## src/rtl/ctrl_hazard_pipe_pkg.sv

```systemverilog
// Shared definitions for the RV32I pipelined control unit: opcodes, ALU codes,
// select encodings, the carried control word and small helper functions.
package rv_ctrl_pkg;

    localparam int ALU_CTRL_W = 4;

    localparam logic [6:0] OP_LOAD   = 7'b0000011;
    localparam logic [6:0] OP_STORE  = 7'b0100011;
    localparam logic [6:0] OP_RTYPE  = 7'b0110011;
    localparam logic [6:0] OP_IALU   = 7'b0010011;
    localparam logic [6:0] OP_BRANCH = 7'b1100011;
    localparam logic [6:0] OP_JAL    = 7'b1101111;
    localparam logic [6:0] OP_JALR   = 7'b1100111;
    localparam logic [6:0] OP_LUI    = 7'b0110111;

    localparam logic [ALU_CTRL_W-1:0] ALU_ADD  = 4'b0000;
    localparam logic [ALU_CTRL_W-1:0] ALU_SUB  = 4'b0001;
    localparam logic [ALU_CTRL_W-1:0] ALU_AND  = 4'b0010;
    localparam logic [ALU_CTRL_W-1:0] ALU_OR   = 4'b0011;
    localparam logic [ALU_CTRL_W-1:0] ALU_XOR  = 4'b0100;
    localparam logic [ALU_CTRL_W-1:0] ALU_SLT  = 4'b0101;
    localparam logic [ALU_CTRL_W-1:0] ALU_SLL  = 4'b0110;
    localparam logic [ALU_CTRL_W-1:0] ALU_SRL  = 4'b0111;
    localparam logic [ALU_CTRL_W-1:0] ALU_SRA  = 4'b1000;
    localparam logic [ALU_CTRL_W-1:0] ALU_SLTU = 4'b1001;

    localparam logic [2:0] IMM_I = 3'b000;
    localparam logic [2:0] IMM_S = 3'b001;
    localparam logic [2:0] IMM_B = 3'b010;
    localparam logic [2:0] IMM_J = 3'b011;
    localparam logic [2:0] IMM_U = 3'b100;

    localparam logic [1:0] RES_ALU = 2'b00;
    localparam logic [1:0] RES_MEM = 2'b01;
    localparam logic [1:0] RES_PC4 = 2'b10;
    localparam logic [1:0] RES_IMM = 2'b11;

    localparam logic [1:0] FWD_NONE = 2'b00;
    localparam logic [1:0] FWD_WB   = 2'b01;
    localparam logic [1:0] FWD_MEM  = 2'b10;

    typedef struct packed {
        logic                  reg_write;
        logic [1:0]            result_src;
        logic                  mem_write;
        logic                  jump;
        logic                  branch;
        logic                  alu_src;
        logic [ALU_CTRL_W-1:0] alu_ctrl;
        logic [2:0]            funct3;
    } ctrl_word_t;

    localparam ctrl_word_t CW_BUBBLE = '0;

    function automatic logic branch_taken(input logic [2:0] funct3,
                                          input logic zero, input logic lt,
                                          input logic ltu);
        logic taken;
        case (funct3)
            3'b000:  taken = zero;
            3'b001:  taken = !zero;
            3'b100:  taken = lt;
            3'b101:  taken = !lt;
            3'b110:  taken = ltu;
            3'b111:  taken = !ltu;
            default: taken = 1'b0;
        endcase
        return taken;
    endfunction

    // MEM wins over WB because it holds the younger result.
    function automatic logic [1:0] fwd_sel(input logic [4:0] rs,
                                           input logic reg_write_m, input logic [4:0] rd_m,
                                           input logic reg_write_w, input logic [4:0] rd_w);
        logic [1:0] sel;
        if (reg_write_m && (rd_m != 5'd0) && (rd_m == rs))
            sel = FWD_MEM;
        else if (reg_write_w && (rd_w != 5'd0) && (rd_w == rs))
            sel = FWD_WB;
        else
            sel = FWD_NONE;
        return sel;
    endfunction

endpackage

```

## src/rtl/ctrl_hazard_pipe_if.sv

```systemverilog
// Datapath <-> control unit bundle; master is the datapath, slave the control unit.
interface ctrl_hazard_pipe_if #(parameter int ALUCTL_W = 4);
    logic [31:0]         instr_d;
    logic                zero_e;
    logic                lt_e;
    logic                ltu_e;
    logic [2:0]          imm_src_d;
    logic                stall_f;
    logic                stall_d;
    logic                flush_d;
    logic                flush_e;
    logic                pc_src_e;
    logic                alu_src_e;
    logic [ALUCTL_W-1:0] alu_ctrl_e;
    logic [1:0]          fwd_a_e;
    logic [1:0]          fwd_b_e;
    logic [4:0]          rs1_e;
    logic [4:0]          rs2_e;
    logic [4:0]          rd_e;
    logic                reg_write_m;
    logic                mem_write_m;
    logic [1:0]          result_src_m;
    logic [4:0]          rd_m;
    logic                reg_write_w;
    logic [1:0]          result_src_w;
    logic [4:0]          rd_w;

    modport master (
        output instr_d, zero_e, lt_e, ltu_e,
        input  imm_src_d, stall_f, stall_d, flush_d, flush_e, pc_src_e,
               alu_src_e, alu_ctrl_e, fwd_a_e, fwd_b_e, rs1_e, rs2_e, rd_e,
               reg_write_m, mem_write_m, result_src_m, rd_m,
               reg_write_w, result_src_w, rd_w
    );

    modport slave (
        input  instr_d, zero_e, lt_e, ltu_e,
        output imm_src_d, stall_f, stall_d, flush_d, flush_e, pc_src_e,
               alu_src_e, alu_ctrl_e, fwd_a_e, fwd_b_e, rs1_e, rs2_e, rd_e,
               reg_write_m, mem_write_m, result_src_m, rd_m,
               reg_write_w, result_src_w, rd_w
    );
endinterface

```

## src/rtl/ctrl_hazard_pipe_decode.sv

```systemverilog
// Combinational RV32I decoder: opcode/funct fields to control word and immediate type.
module ctrl_decode
    import rv_ctrl_pkg::*;
#(
    parameter int EXT_ALU = 1
) (
    input  logic [6:0] opcode,
    input  logic [2:0] funct3,
    input  logic       funct7_5,
    output ctrl_word_t cw,
    output logic [2:0] imm_src
);

    logic                  is_rtype;
    logic [ALU_CTRL_W-1:0] alu_funct;

    always_comb begin
        is_rtype  = (opcode == OP_RTYPE);
        alu_funct = ALU_ADD;
        if (EXT_ALU != 0) begin
            case (funct3)
                3'b000: alu_funct = (is_rtype && funct7_5) ? ALU_SUB : ALU_ADD;
                3'b001: alu_funct = ALU_SLL;
                3'b010: alu_funct = ALU_SLT;
                3'b011: alu_funct = ALU_SLTU;
                3'b100: alu_funct = ALU_XOR;
                3'b101: alu_funct = funct7_5 ? ALU_SRA : ALU_SRL;
                3'b110: alu_funct = ALU_OR;
                3'b111: alu_funct = ALU_AND;
            endcase
        end else if (is_rtype) begin
            // Base set: I-type funct3 is ignored, everything unsupported falls to add.
            case (funct3)
                3'b000:  alu_funct = funct7_5 ? ALU_SUB : ALU_ADD;
                3'b010:  alu_funct = ALU_SLT;
                3'b110:  alu_funct = ALU_OR;
                3'b111:  alu_funct = ALU_AND;
                default: alu_funct = ALU_ADD;
            endcase
        end
    end

    always_comb begin
        cw      = CW_BUBBLE;
        imm_src = IMM_I;
        case (opcode)
            OP_LOAD: begin
                cw.reg_write  = 1'b1;
                cw.alu_src    = 1'b1;
                cw.result_src = RES_MEM;
            end
            OP_STORE: begin
                cw.mem_write = 1'b1;
                cw.alu_src   = 1'b1;
                imm_src      = IMM_S;
            end
            OP_RTYPE: begin
                cw.reg_write = 1'b1;
                cw.alu_ctrl  = alu_funct;
            end
            OP_IALU: begin
                cw.reg_write = 1'b1;
                cw.alu_src   = 1'b1;
                cw.alu_ctrl  = alu_funct;
            end
            OP_BRANCH: begin
                cw.branch   = 1'b1;
                cw.alu_ctrl = ALU_SUB;
                cw.funct3   = funct3;
                imm_src     = IMM_B;
            end
            OP_JAL: begin
                cw.jump       = 1'b1;
                cw.reg_write  = 1'b1;
                cw.result_src = RES_PC4;
                imm_src       = IMM_J;
            end
            OP_JALR: begin
                cw.jump       = 1'b1;
                cw.reg_write  = 1'b1;
                cw.alu_src    = 1'b1;
                cw.result_src = RES_PC4;
            end
            OP_LUI: begin
                cw.reg_write  = 1'b1;
                cw.result_src = RES_IMM;
                imm_src       = IMM_U;
            end
            default: ;
        endcase
    end

endmodule

```

## src/rtl/ctrl_hazard_pipe.sv

```systemverilog
// Pipelined control and hazard unit: decode, ID/EX/MEM/WB control registers,
// branch resolve, load-use stall, flush and operand forwarding.
module ctrl_hazard_pipe
    import rv_ctrl_pkg::*;
#(
    parameter int EXT_ALU  = 1,
    parameter int ALUCTL_W = 4
) (
    input  logic                clk,
    input  logic                rst_n,
    ctrl_hazard_pipe_if.slave   bus
);

    ctrl_word_t cw_d;
    logic [2:0] imm_src;
    logic [4:0] rs1_d, rs2_d, rd_d;
    logic       unused_instr_bits;

    ctrl_word_t cw_e;
    logic [4:0] rs1_e, rs2_e, rd_e;

    logic       reg_write_m, mem_write_m;
    logic [1:0] result_src_m;
    logic [4:0] rd_m;

    logic       reg_write_w;
    logic [1:0] result_src_w;
    logic [4:0] rd_w;

    logic       lwstall, pc_src, flush_e;

    assign rs1_d = bus.instr_d[19:15];
    assign rs2_d = bus.instr_d[24:20];
    assign rd_d  = bus.instr_d[11:7];
    assign unused_instr_bits = ^{bus.instr_d[31], bus.instr_d[29:25]};

    ctrl_decode #(.EXT_ALU(EXT_ALU)) u_decode (
        .opcode   (bus.instr_d[6:0]),
        .funct3   (bus.instr_d[14:12]),
        .funct7_5 (bus.instr_d[30]),
        .cw       (cw_d),
        .imm_src  (imm_src)
    );

    assign pc_src  = cw_e.jump | (cw_e.branch & branch_taken(cw_e.funct3, bus.zero_e,
                                                              bus.lt_e, bus.ltu_e));
    assign lwstall = (cw_e.result_src == RES_MEM) && (rd_e != 5'd0) &&
                     ((rd_e == rs1_d) || (rd_e == rs2_d));
    assign flush_e = lwstall | pc_src;

    always_ff @(posedge clk or negedge rst_n) begin
        if (!rst_n) begin
            cw_e  <= CW_BUBBLE;
            rs1_e <= '0;
            rs2_e <= '0;
            rd_e  <= '0;
        end else if (flush_e) begin
            cw_e  <= CW_BUBBLE;
            rs1_e <= '0;
            rs2_e <= '0;
            rd_e  <= '0;
        end else begin
            cw_e  <= cw_d;
            rs1_e <= rs1_d;
            rs2_e <= rs2_d;
            rd_e  <= rd_d;
        end
    end

    always_ff @(posedge clk or negedge rst_n) begin
        if (!rst_n) begin
            reg_write_m  <= 1'b0;
            mem_write_m  <= 1'b0;
            result_src_m <= RES_ALU;
            rd_m         <= '0;
            reg_write_w  <= 1'b0;
            result_src_w <= RES_ALU;
            rd_w         <= '0;
        end else begin
            reg_write_m  <= cw_e.reg_write;
            mem_write_m  <= cw_e.mem_write;
            result_src_m <= cw_e.result_src;
            rd_m         <= rd_e;
            reg_write_w  <= reg_write_m;
            result_src_w <= result_src_m;
            rd_w         <= rd_m;
        end
    end

    // A redirect discards the stalled instruction anyway, so flush beats stall.
    assign bus.stall_f      = lwstall & !pc_src;
    assign bus.stall_d      = lwstall & !pc_src;
    assign bus.flush_d      = pc_src;
    assign bus.flush_e      = flush_e;
    assign bus.pc_src_e     = pc_src;
    assign bus.imm_src_d    = imm_src;

    assign bus.alu_src_e    = cw_e.alu_src;
    assign bus.alu_ctrl_e   = ALUCTL_W'(cw_e.alu_ctrl);
    assign bus.fwd_a_e      = fwd_sel(rs1_e, reg_write_m, rd_m, reg_write_w, rd_w);
    assign bus.fwd_b_e      = fwd_sel(rs2_e, reg_write_m, rd_m, reg_write_w, rd_w);
    assign bus.rs1_e        = rs1_e;
    assign bus.rs2_e        = rs2_e;
    assign bus.rd_e         = rd_e;

    assign bus.reg_write_m  = reg_write_m;
    assign bus.mem_write_m  = mem_write_m;
    assign bus.result_src_m = result_src_m;
    assign bus.rd_m         = rd_m;

    assign bus.reg_write_w  = reg_write_w;
    assign bus.result_src_w = result_src_w;
    assign bus.rd_w         = rd_w;

endmodule
```

## src/flat_wrapper.sv

```systemverilog
// flat-port wrapper written by rule: the top's interface ports become plain ports
module ctrl_hazard_pipe_flat import rv_ctrl_pkg::*;
#(
    parameter int EXT_ALU  = 1,
    parameter int ALUCTL_W = 4
)
  (clk, rst_n, bus_instr_d, bus_zero_e, bus_lt_e, bus_ltu_e, bus_imm_src_d, bus_stall_f, bus_stall_d, bus_flush_d, bus_flush_e, bus_pc_src_e, bus_alu_src_e, bus_alu_ctrl_e, bus_fwd_a_e, bus_fwd_b_e, bus_rs1_e, bus_rs2_e, bus_rd_e, bus_reg_write_m, bus_mem_write_m, bus_result_src_m, bus_rd_m, bus_reg_write_w, bus_result_src_w, bus_rd_w);
  ctrl_hazard_pipe_if #(.ALUCTL_W(ALUCTL_W)) bus_i ();
  input  logic clk;
  input  logic rst_n;
  input wire logic [$bits(bus_i.instr_d)-1:0] bus_instr_d;
  input wire logic [$bits(bus_i.zero_e)-1:0] bus_zero_e;
  input wire logic [$bits(bus_i.lt_e)-1:0] bus_lt_e;
  input wire logic [$bits(bus_i.ltu_e)-1:0] bus_ltu_e;
  output wire logic [$bits(bus_i.imm_src_d)-1:0] bus_imm_src_d;
  output wire logic [$bits(bus_i.stall_f)-1:0] bus_stall_f;
  output wire logic [$bits(bus_i.stall_d)-1:0] bus_stall_d;
  output wire logic [$bits(bus_i.flush_d)-1:0] bus_flush_d;
  output wire logic [$bits(bus_i.flush_e)-1:0] bus_flush_e;
  output wire logic [$bits(bus_i.pc_src_e)-1:0] bus_pc_src_e;
  output wire logic [$bits(bus_i.alu_src_e)-1:0] bus_alu_src_e;
  output wire logic [$bits(bus_i.alu_ctrl_e)-1:0] bus_alu_ctrl_e;
  output wire logic [$bits(bus_i.fwd_a_e)-1:0] bus_fwd_a_e;
  output wire logic [$bits(bus_i.fwd_b_e)-1:0] bus_fwd_b_e;
  output wire logic [$bits(bus_i.rs1_e)-1:0] bus_rs1_e;
  output wire logic [$bits(bus_i.rs2_e)-1:0] bus_rs2_e;
  output wire logic [$bits(bus_i.rd_e)-1:0] bus_rd_e;
  output wire logic [$bits(bus_i.reg_write_m)-1:0] bus_reg_write_m;
  output wire logic [$bits(bus_i.mem_write_m)-1:0] bus_mem_write_m;
  output wire logic [$bits(bus_i.result_src_m)-1:0] bus_result_src_m;
  output wire logic [$bits(bus_i.rd_m)-1:0] bus_rd_m;
  output wire logic [$bits(bus_i.reg_write_w)-1:0] bus_reg_write_w;
  output wire logic [$bits(bus_i.result_src_w)-1:0] bus_result_src_w;
  output wire logic [$bits(bus_i.rd_w)-1:0] bus_rd_w;
  assign bus_i.instr_d = bus_instr_d;
  assign bus_i.zero_e = bus_zero_e;
  assign bus_i.lt_e = bus_lt_e;
  assign bus_i.ltu_e = bus_ltu_e;
  assign bus_imm_src_d = bus_i.imm_src_d;
  assign bus_stall_f = bus_i.stall_f;
  assign bus_stall_d = bus_i.stall_d;
  assign bus_flush_d = bus_i.flush_d;
  assign bus_flush_e = bus_i.flush_e;
  assign bus_pc_src_e = bus_i.pc_src_e;
  assign bus_alu_src_e = bus_i.alu_src_e;
  assign bus_alu_ctrl_e = bus_i.alu_ctrl_e;
  assign bus_fwd_a_e = bus_i.fwd_a_e;
  assign bus_fwd_b_e = bus_i.fwd_b_e;
  assign bus_rs1_e = bus_i.rs1_e;
  assign bus_rs2_e = bus_i.rs2_e;
  assign bus_rd_e = bus_i.rd_e;
  assign bus_reg_write_m = bus_i.reg_write_m;
  assign bus_mem_write_m = bus_i.mem_write_m;
  assign bus_result_src_m = bus_i.result_src_m;
  assign bus_rd_m = bus_i.rd_m;
  assign bus_reg_write_w = bus_i.reg_write_w;
  assign bus_result_src_w = bus_i.result_src_w;
  assign bus_rd_w = bus_i.rd_w;
  ctrl_hazard_pipe #(.EXT_ALU(EXT_ALU), .ALUCTL_W(ALUCTL_W)) u_core (.clk(clk), .rst_n(rst_n), .bus(bus_i));
endmodule
```

## config.mk

```make
export PLATFORM = sky130hd
export DESIGN_NAME = ctrl_hazard_pipe_flat
export DESIGN_NICKNAME = d
export VERILOG_FILES = /design/src/rtl/ctrl_hazard_pipe_pkg.sv /design/src/rtl/ctrl_hazard_pipe_if.sv /design/src/rtl/ctrl_hazard_pipe_decode.sv /design/src/rtl/ctrl_hazard_pipe.sv /design/src/flat_wrapper.sv
export SDC_FILE = /design/constraint.sdc
export NUM_CORES = 1
export LEC_CHECK = 0
export ABC_AREA = 1
export BUFFER_PORTS_ARGS = -buffer_cell sky130_fd_sc_hd__buf_2
export CORE_AREA = 2 2 85 62
export CTS_CLUSTER_DIAMETER = 150
export DETAILED_ROUTE_END_ITERATION = 8
export DIE_AREA = 0 0 87 64
export GPL_TIMING_DRIVEN = 0
export PLACE_DENSITY_LB_ADDON = 0.12
export SYNTH_ARGS = -nofsm -noshare
export SYNTH_HDL_FRONTEND = slang
export SYNTH_SLANG_ARGS = --single-unit
export TNS_END_PERCENT = 1
```

## constraint.sdc

```tcl
create_clock -name clk -period 1.9 [get_ports clk]
set_input_delay 0.38 -clock clk [delete_from_list [all_inputs] [get_ports clk]]
set_output_delay 0.38 -clock clk [all_outputs]
set_load 0.05 [all_outputs]
```

**After elaboration in Yosys (flattened, before gate mapping)**

Cells that the tools add are included.

- Muxes and demuxes: 21
- Eq/ne operators: 27
- $mul: 0
- Order comparisons: 0
- Add/sub/neg operators: 0
- Bitwise operators: 4
- Reductions and logical operators: 23
- Shift operators: 0
- Div/mod/pow operators: 0

Operator list:

| operator | number |
|---|---|
| $pmux 4 s8 | 1 |
| $eq 5x5->1 | 6 |
| $eq 3x3->1 const B | 8 |
| $eq 7x6->1 const B | 3 |
| $eq 7x7->1 const B | 3 |
| $mux 5 | 3 |
| $reduce_bool 5->1 | 3 |
| $mux 14 | 1 |
| $pmux 3 s4 | 1 |
| $logic_and 1x1->1 | 9 |
| $mux 1 | 8 |
| $pmux 4 s2 | 1 |
| $eq 7x2->1 const B | 1 |
| $eq 7x5->1 const B | 1 |
| $eq 3x1->1 const B | 2 |
| $eq 3x2->1 const B | 2 |
| $logic_not 3->1 | 2 |
| $pmux 1 s6 | 1 |
| $pmux 2 s3 | 1 |
| $reduce_or 6->1 | 1 |
| $logic_not 1->1 | 4 |
| $mux 2 | 2 |
| $mux 4 | 1 |
| $reduce_or 2->1 | 2 |
| 6 further kinds | 8 |

- Word-level logic and storage cells: 93
- Register bits: 46
- Bits in read-only memories: 0
- Bits in latches: 0
- Memories kept: 0
- Memory bits (writable): 0

**Depth between registers and ports, before layout**

Gate-level depths: netlist of run 1.

- Depth after elaboration: 6
- Depth in mapped cells: 10

**Hierarchy**

Synthesis of run 1 repeated with hierarchy kept, for this count alone.

- Cells, all modules: 276
- Area total of the unflattened synthesis: 2,358.5 sq um

Modules (own cells, without submodules):

| module | area each (sq um) | instances | cells each |
|---|---|---|---|
| ctrl_hazard_pipe | 2,054.5 | 1 | 210 |
| ctrl_decode | 304.0 | 1 | 66 |

**Least setup slack after synthesis of run 1**

Ideal clock, no wire load.

- Path type: flip-flop to output port
- Start: reg u_core.rd_m[2] (netlist: u_core.bus.rd_m[2])
- End: out bus_fwd_a_e[0]
- Setup slack: -1,162 ps
- Path buffers: 0
- Arrival: 2,682 ps
- Cell stages (with the launch flop): 6
- Cells stage by stage: dfrtp_1 > nor2_1 > nand2_1 > o21ai_0 > nor3_1 > nor2_1

- Cells in the longest elaborated chain, start to end: 4
- Elaborated cells between the ends (all ways): 5
- Classes of those cells: eq/ne: 1; mux: 1; reduce/logical: 3

Ends and longest elaborated chain:

| item | line | source |
|---|---|---|
| start: declaration | ctrl_hazard_pipe.sv:24 | `logic [4:0] rd_m;` |
| start signal: assignment | ctrl_hazard_pipe.sv:83 | `rd_m <= rd_e;` |
| $reduce_bool 5->1 | ctrl_hazard_pipe_pkg.sv:76 | `if (reg_write_m && (rd_m != 5'd0) && (rd_m == rs))` |
| $logic_and 1x1->1 | ctrl_hazard_pipe_pkg.sv:76 |  |
| $logic_and 1x1->1 (*) | ctrl_hazard_pipe_pkg.sv:76 |  |
| $mux 2 (*) | ctrl_hazard_pipe_pkg.sv:76 |  |
| end: declaration | flat_wrapper.sv:23 | `output wire logic [$bits(bus_i.fwd_a_e)-1:0] bus_fwd_a_e;` |

Every way passes the cells marked *; elsewhere a longest branch is shown, timed or not.

**Worst setup path in the final report of run 1**

- Start: reg u_core.rd_e[3] (netlist: u_core.bus.rd_e[3])
- End: out bus_stall_f

- Cells in the longest elaborated chain, start to end: 4
- Elaborated cells between the ends (all ways): 7
- Classes of those cells: eq/ne: 2; bitwise: 1; reduce/logical: 4

Ends and longest elaborated chain:

| item | line | source |
|---|---|---|
| start: declaration | ctrl_hazard_pipe.sv:20 | `logic [4:0] rs1_e, rs2_e, rd_e;` |
| start signal: assignment | ctrl_hazard_pipe.sv:66 | `rd_e <= rd_d;` |
| $eq 5x5->1 or $reduce_bool 5->1 (tied branches) | ctrl_hazard_pipe.sv:48, ctrl_hazard_pipe.sv:47 |  |
| $logic_or 1x1->1 or $logic_and 1x1->1 (tied branches) | ctrl_hazard_pipe.sv:48, ctrl_hazard_pipe.sv:47 |  |
| $logic_and 1x1->1 (*) | ctrl_hazard_pipe.sv:47 | `assign lwstall = (cw_e.result_src == RES_MEM) && (rd_e != 5'd0) &&` |
| $and 1x1->1 (*) | ctrl_hazard_pipe.sv:91 | `assign bus.stall_f = lwstall & !pc_src;` |
| end: declaration | flat_wrapper.sv:16 | `output wire logic [$bits(bus_i.stall_f)-1:0] bus_stall_f;` |

Marks and branches as above.

==> results of run 1 <==
layout by cell type (no fill, tap or decap), types with 7 or more instances in the layout:
cell and count:
xnor2_1 14, nand3_1 12, buf_2 70, dfrtp_2 10, inv_1 40, buf_6 7
nand4_1 7, dfrtp_1 36, nand2_1 46, xor2_1 9, buf_4 15, nor2_1 13
nor2_2 30
final timing paths:
kind	slack, ns	end	startpoint
max	-0.11	bus_stall_f	u_core.bus.rd_e[3]
min	0.24	u_core.bus.alu_src_e	rst_n
max reg2reg	0.35	u_core.bus.rs2_e[1]	u_core.bus.rd_e[3]
min reg2reg	0.37	u_core.bus.mem_write_m	u_core.cw_e[10]
max in group asynchronous	0.99	u_core.bus.rd_e[4]	rst_n
min in group clk	0.29	u_core.bus.rd_e[3]	bus_instr_d[10]
through the flow:
step | cell area [sq um] | hold slack, ns | total power, mW
finish | 3020 | 0.243 | 2.03
global route | 3020 | 0.283 | 2.14
CTS | 2990 | 0.275 | 2.05
detailed placement | 2780 | 0.349 | 1.46
global placement | 2780 | 0.334 | 1.45
floorplan | 2310 | 0.0844 | 1.33
Yosys cell counts (3+ instances only):
cell type / count / area (sq um)
nor2_1: 16 / 60.1
nand3_1: 12 / 60.1
buf_4: 6 / 45.0
o21ai_0: 7 / 35.0
nor2_2: 30 / 188
nand2_1: 48 / 180
nor3_1: 9 / 45.0
inv_1: 41 / 154
xnor2_1: 14 / 123
dfrtp_1: 46 / 1150
a21oi_1: 3 / 15.0
nand4_1: 7 / 43.8
xor2_1: 9 / 78.8
buf_6: 3 / 33.8
kinds of logic after synthesis:
| group | Yosys count |
|---|---|
| simple gates | 126 |
| xor+xnor | 23 |
| buf+inv | 50 |
| compound gates | 13 |
| flops | 46 |
where the power goes:
group | internal [mW] | total (mW) | switching [mW]
registers | 1.02 | 1.06 | 0.0465
clock network | 0.260 | 0.576 | 0.317
logic | 0.125 | 0.389 | 0.264
per-layer routing:
layer,vias to the layer above,global-route usage (%),share of wire (%)
li1,968,-,-
met1,837,28.0,51
met2,60,28.1,43
met3,5,4.52,5.5
met4,0,5.86,0.99
met5,-,0,0
what timing repair did:
item / in CTS / in global routing
pin swaps: 7 / 6
setup endpoints to repair: 10 / 10
setup buffers: 6 / 2
gates resized for setup: 25 / 5
gates cloned: 0 / 0
flip-flops by register name (all words and copies together) (netlist names):
name	cells
u_core.bus.rs2_e	5
u_core.bus.reg_write_w	1
u_core.bus.alu_ctrl_e	4
u_core.bus.mem_write_m	1
u_core.bus.reg_write_m	1
u_core.bus.result_src_w	2
u_core.bus.rs1_e	5
u_core.cw_e	9
u_core.bus.rd_e	5
u_core.bus.alu_src_e	1
u_core.bus.result_src_m	2
u_core.bus.rd_w	5
u_core.bus.rd_m	5
worst max-delay path: stages, from the launching register on:
cell,delay [ns]
dfrtp_2,0.45
buf_4,0.15
xnor2_1,0.14
nand3_1,0.09
nand2_1,0.09
nand2_2,0.08
nor2_4,0.10
buf_6,0.10
buf_8,0.13
layout make-up:
| type | instances | area (sq um) |
|---|---|---|
| Fill cell | 402 | 1680 |
| Sequential cell | 46 | 1160 |
| Multi-Input combinational cell | 162 | 955 |
| Timing Repair Buffer | 87 | 508 |
| Inverter | 41 | 154 |
| Buffer | 9 | 86.3 |
| Clock buffer | 6 | 72.6 |
| Tap cell | 57 | 71.3 |
| Clock inverter | 2 | 13.8 |
==> summary by stage, run 1 <==
STA
The relative slew slack is 34.7%. The worst clock skew on the final layout is 0.00474 ns. Based on the critical path, the design can be clocked at up to 497 MHz.

The share of the clock period used by the worst path is 106%. The measured slew at the worst slew-check pin is 0.979 ns. After routing, the total negative slack on setup checks comes to -0.390 ns.

The number of hold violations in the final report is 0. The number of failing setup endpoints in the final timing report is 6. In the post-route analysis, the smallest setup slack over all paths is -0.111 ns. Setup repair after global routing could not meet its margin everywhere. The final period demand of the worst path is 2.01 ns. The final max-slew violation count is 0.

GRT
The number of antenna violations at the first check in global routing is 0. The number of global-route vias before repair is 1756. The residual overflow from global routing is 0. The pin count of the biggest net entering global routing is 47. Global routing consumed, over all layers together, 19.1% of the routing resources.

The first global-routing pass estimated 8200 microns of wire.

Pwr
The maximum vdd drop is 0.390 mV. The cell area power density is 671 nW/um^2. The static leakage power is 1.65 nW.

Final layout
The diode insertion count for antenna repair is 0. The final layout contains 389 nets. Of the cells placed in the final design, the portion with a size suffix greater than 1 is 44.5%. The final cell utilization of the core is 64.3%.

Leaving out filler cells and counting taps, the final layout contains 410. From synthesis to final layout, the design area changed by 33.8%.

Die
The die is 87 microns wide. The number of rows created at floorplan is 21. The die area is 5570 sq um. The initial standard-cell utilization of the core is 48.1%.

The boundary pin count is 86. The floorplan core area is 4700 sq um. The floorplan die height is 64 microns.

Synth
The register area share after synthesis is 50.9%. The number of synthesized flops with an enable pin is 0. The mapped netlist covers 2260 sq um. In the synthesized netlist the dominant register cell turns out to be dfrtp_1.

After synthesis, the mean cell area works out to 8.76 sq um. The share of flip-flops with an asynchronous set or reset is 100%. The largest family of logic cells by synthesized area is simple AND/OR/NAND/NOR gates. The cell count after synthesis came out at 258. The xor/xnor cell area share of the yosys netlist is 8.91%. Of the total synthesized cell area, the portion taken by full adders, half adders and majority gates is 0%.

The synthesized netlist devotes 3.21% of its cell area to compound gates. The number of nets in the synthesized netlist is 295. Yosys printed 0 warnings. The distinct cell type count of the synthesized netlist is 21.

Of the total synthesized cell area, the portion taken by AND, OR, NAND and NOR gates is 26.7%. Synthesis inferred 46 register bits. The share of cell area taken by muxes after synthesis is 0%.

Route
The count of antenna-violating nets left after detailed routing is 0. Summed over all layers, the routed wires come to 4830 microns. Using the TritonRoute via totals, the vias-per-cell ratio works out to 4.56. The detailed-route wire length per cell is 11.8 microns. In this run, the number of DRC markers left after iteration 0 of detailed routing was 87. The detailed router placed 1870 vias in this run. The pre-antenna-repair detailed-routing pass consisted of 4 iterations.

After detailed routing, the number of remaining DRC violations is 0.

Place
The final estimated routing congestion in global placement is 0.863. The number of placed instances, taps included, is 394. The count of input and output buffers is 79.

The wire-length estimate of the detail-placed layout is 3770 microns. The minimum setup slack after placement is -0.128 ns.

Hold path
The type of the worst min-delay path is primary input to asynchronous set/reset pin.

Job
The max-capacitance violation count is 0.

Clocking
Buffers inserted during clock tree synthesis total 5. The longest clock path from root to sink contains 2 buffers. The clock reaches the later pin of the worst-skew pair after 0.29 ns.

TritonCTS built the clock tree. In this run the number of H-tree levels came out at 2. The buffer cell driving the clock tree root is clkbuf_8. The clock transition time at the flip-flop clock pins of the worst setup and hold paths is 0.08 ns. For this design, the sink count on the clock tree is 46. The post-cts hold buffer count is 0.

Worst setup path
STA classifies the critical path startpoint as a register. Along the worst path, the maximum fanout reaches 6. STA classifies the critical path endpoint as an output port. The required time at the worst-slack endpoint is 1.52 ns.

The category of the most critical setup path is register to output port. The depth of the most critical reg-to-reg path is 9. The endpoint arrival time on the critical path is 1.63 ns.

Run status
The checks that failed: negative setup slack. The flow ran to the end, but the final reports show violations.
No activity file was read; power rests on OpenSTA's default activity.
==> run 2, diff against run 1 <==
--- a/config.mk
+++ b/config.mk
@@ -7,10 +7,12 @@
 export LEC_CHECK = 0
 export ABC_AREA = 1
 export BUFFER_PORTS_ARGS = -buffer_cell sky130_fd_sc_hd__buf_2
-export CORE_AREA = 2 2 85 62
+export CELL_PAD_IN_SITES_DETAIL_PLACEMENT = 2
+export CELL_PAD_IN_SITES_GLOBAL_PLACEMENT = 2
+export CORE_AREA = 2 2 113 82
 export CTS_CLUSTER_DIAMETER = 150
 export DETAILED_ROUTE_END_ITERATION = 8
-export DIE_AREA = 0 0 87 64
+export DIE_AREA = 0 0 115 84
 export GPL_TIMING_DRIVEN = 0
 export PLACE_DENSITY_LB_ADDON = 0.12
 export SYNTH_ARGS = -nofsm -noshare
==> constraint.sdc (replaced) <==
create_clock -name clk -period 1.9 [get_ports clk]
set_input_delay 0.38 -clock clk [delete_from_list [all_inputs] [get_ports clk]]
set_output_delay 0.38 -clock clk [all_outputs]
set_load 0.02 [all_outputs]
==> summary by stage, run 2 (same netlist as run 1, synthesis figures left out) <==
Die
The floorplan die height is 84 microns (+31%). The initial standard-cell utilization of the core is 26.0% (-22 points). The floorplan core area is 8710 sq um (+85%). The boundary pin count is 86 (unchanged). The number of rows created at floorplan came to 29 (+38%).

The horizontal extent of the die was 115 microns (+32%). The die area came to 9660 sq um (+73%).

STA
The relative slew slack is 31.9% (-2.8 points). Setup repair after global routing could not meet its margin everywhere. The number of hold violations in the final report came to 0 (unchanged).

The worst path setup slack after routing is -0.104 ns (+0.00662 ns). The share of the clock period used by the worst path came to 105% (-0.35 points). The worst clock skew on the final layout was 0.00378 ns (-0.000966 ns). The final period demand of the worst path is 2.00 ns (-0.00662 ns). The measured slew at the worst slew-check pin came to 1.02 ns (+0.0413 ns). The top achievable clock speed is 499 MHz (+0.33%). The setup TNS after final layout is -0.319 ns (+0.0714 ns). The final max-slew violation count was 0 (unchanged). The number of failing setup endpoints in the final timing report is 5 (-1).

Run status
The checks that failed: negative setup slack. The flow ran to the end, but the final reports show violations.

Final layout
The diode insertion count for antenna repair came to 0 (unchanged). The flip-flop count of the largest register after layout was 9 (unchanged). The area occupied by multi-input gates came to 971 sq um (+1.7%).

The final cell utilization of the core is 36.3% (-28 points). The area added between synthesis and finish is 39.7%. Counting flops per register, the top entry is u_core.cw_e. The number of fillers in the final layout is 995 (+150%). The most common library cell in the layout ignoring fill and taps is buf_2. The flip-flop and latch area is 1160 sq um (-0.11%). In the layout the commonest cells are buf_2 (73), nand2_1 (42), dfrtp_1 (37), inv_1 (36), nor2_2 (31).

The count of nets after finishing was 392 (+0.77%). The share of layout cells above drive strength 1 was 48.6% (+4.1 points).

Pwr
The cell area power density is 711 nW/um^2 (+6.1%). The static leakage power is 1.68 nW (+2.1%). The overall power of the completed layout is 2.25 mW (+11%). The maximum vdd drop is 0.306 mV (-22%).

Worst setup path
The required time at the worst-slack endpoint is 1.52 ns (about the same). The endpoint arrival time on the critical path came to 1.62 ns (about the same). The peak fanout along the critical path came to 4 (-2). STA classifies the critical path startpoint as a register. The worst setup path is of the register to output port kind. STA classifies the critical path endpoint as an output port.

GRT
The residual overflow from global routing is 0 (unchanged). The wire length of the first global-routing pass came to 11200 microns (+37%). The pin count of the biggest net entering global routing is 47 (unchanged).

The number of global-route vias before repair came to 2241 (+28%). The number of antenna violations at the first check in global routing is 0 (unchanged). The total routing usage reported by global routing is 14.8% (-4.3 points).

Place
The count of input and output buffers is 79 (unchanged). The detailed placer's ending HPWL is 5230 microns (+39%). The minimum setup slack after placement is -0.106 ns (+0.0224 ns). The final estimated routing congestion in global placement is 0.824 (-4.6%).

Clocking
The clock transition time at the flip-flop clock pins of the worst setup and hold paths is 0.07 ns (about the same). The clock tree buffer depth is 2 (unchanged). The insertion delay of the later-clocked pin in the worst-skew pair is 0.28 ns (about the same). The H-tree level count came to 2 (unchanged). TritonCTS built the clock tree. The number of buffers created by CTS is 5 (unchanged).

The number of clock sinks is 46 (unchanged). The buffer cell driving the clock tree root is clkbuf_16.

Route
The count of antenna-violating nets left after detailed routing was 0 (unchanged). The per-cell via count in the routed design is 4.30 (-5.7%). The detailed-route wire length per cell was 14.4 microns (+22%). The post-detailed-route DRC marker count is 0 (unchanged). The overall via count from detail_route is 1995 (+6.7%). The length of the first detailed-routing pass in iterations is 3 (-1). The aggregate routed wire length is 6680 microns (+38%). The DRC violation total after the first TritonRoute iteration came to 49 (-44%).

Hold path
The tightest min-delay check is of the primary input to asynchronous set/reset pin type.

Job
The max-capacitance violation count is 0 (unchanged).
==> run 2: metrics by stage <==
step | hold WS (ns) | cell area [sq um] | cells
after global routing | 0.315 | 3160 | 464
after floorplan | 0.0844 | 2260 | 258
after detailed placement | 0.338 | 2790 | 445
final | 0.271 | 3160 | 464
after CTS | 0.309 | 3060 | 458
after global placement | 0.339 | 2790 | 445
==> run 2: timing repair <==
item,4_1_cts,5_1_grt
gates resized for setup,26,22
setup endpoints to repair,10,10
setup buffers,5,6
hold buffers,0,0
pin swaps,5,9
==> run 2: report_power, final <==
part | leakage [nW] | switching (mW) | internal [mW]
Combinational | 1.04 | 0.195 | 0.132
Clock | 0.0698 | 0.365 | 0.487
Sequential | 0.576 | 0.0524 | 1.02
Total | 1.68 | 0.612 | 1.64
==> run 2: final timing paths <==
path,startpoint,end,slack (ns),depth (start not counted)
min in group clk,bus_instr_d[8],u_core.bus.rd_e[1],0.31,3
worst max-delay path,u_core.cw_e[0],bus_stall_f,-0.10,8
worst max register to register,u_core.bus.rd_e[2],u_core.bus.rs2_e[1],0.35,9
max in group asynchronous,rst_n,u_core.bus.rd_e[2],0.92,1
worst min-delay path,rst_n,u_core.bus.rd_w[0],0.27,1
worst min register to register,u_core.cw_e[13],u_core.bus.reg_write_m,0.35,0
==> run 2: metal layers <==
layer	part of all wire [%]	track usage [%]	routed length [microns]
met4	0.40	2.30	27
met2	45	23.7	2970
met1	50	20.8	3350
met5	0	0	0
met3	5.0	3.56	334
==> run 2: critical path: stages, from the launching register on <==
cell,delay (ns)
dfrtp_1,0.40
or2_0,0.21
nand4_1,0.09
nand2_2,0.08
a21oi_4,0.15
inv_2,0.08
nor2_4,0.12
buf_6,0.11
buf_6,0.10
==> run 2: cell type report <==
cell class              count  share of cell area (%)
plain buffers               9                    2.73
clock buffers               5                    3.96
clock inverters             3                   0.673
inverters                  41                    4.87
multi-input cells         162                    30.7
flip-flops and latches     46                    36.8
well taps                 108                    4.28
repair buffers             90                    16.0
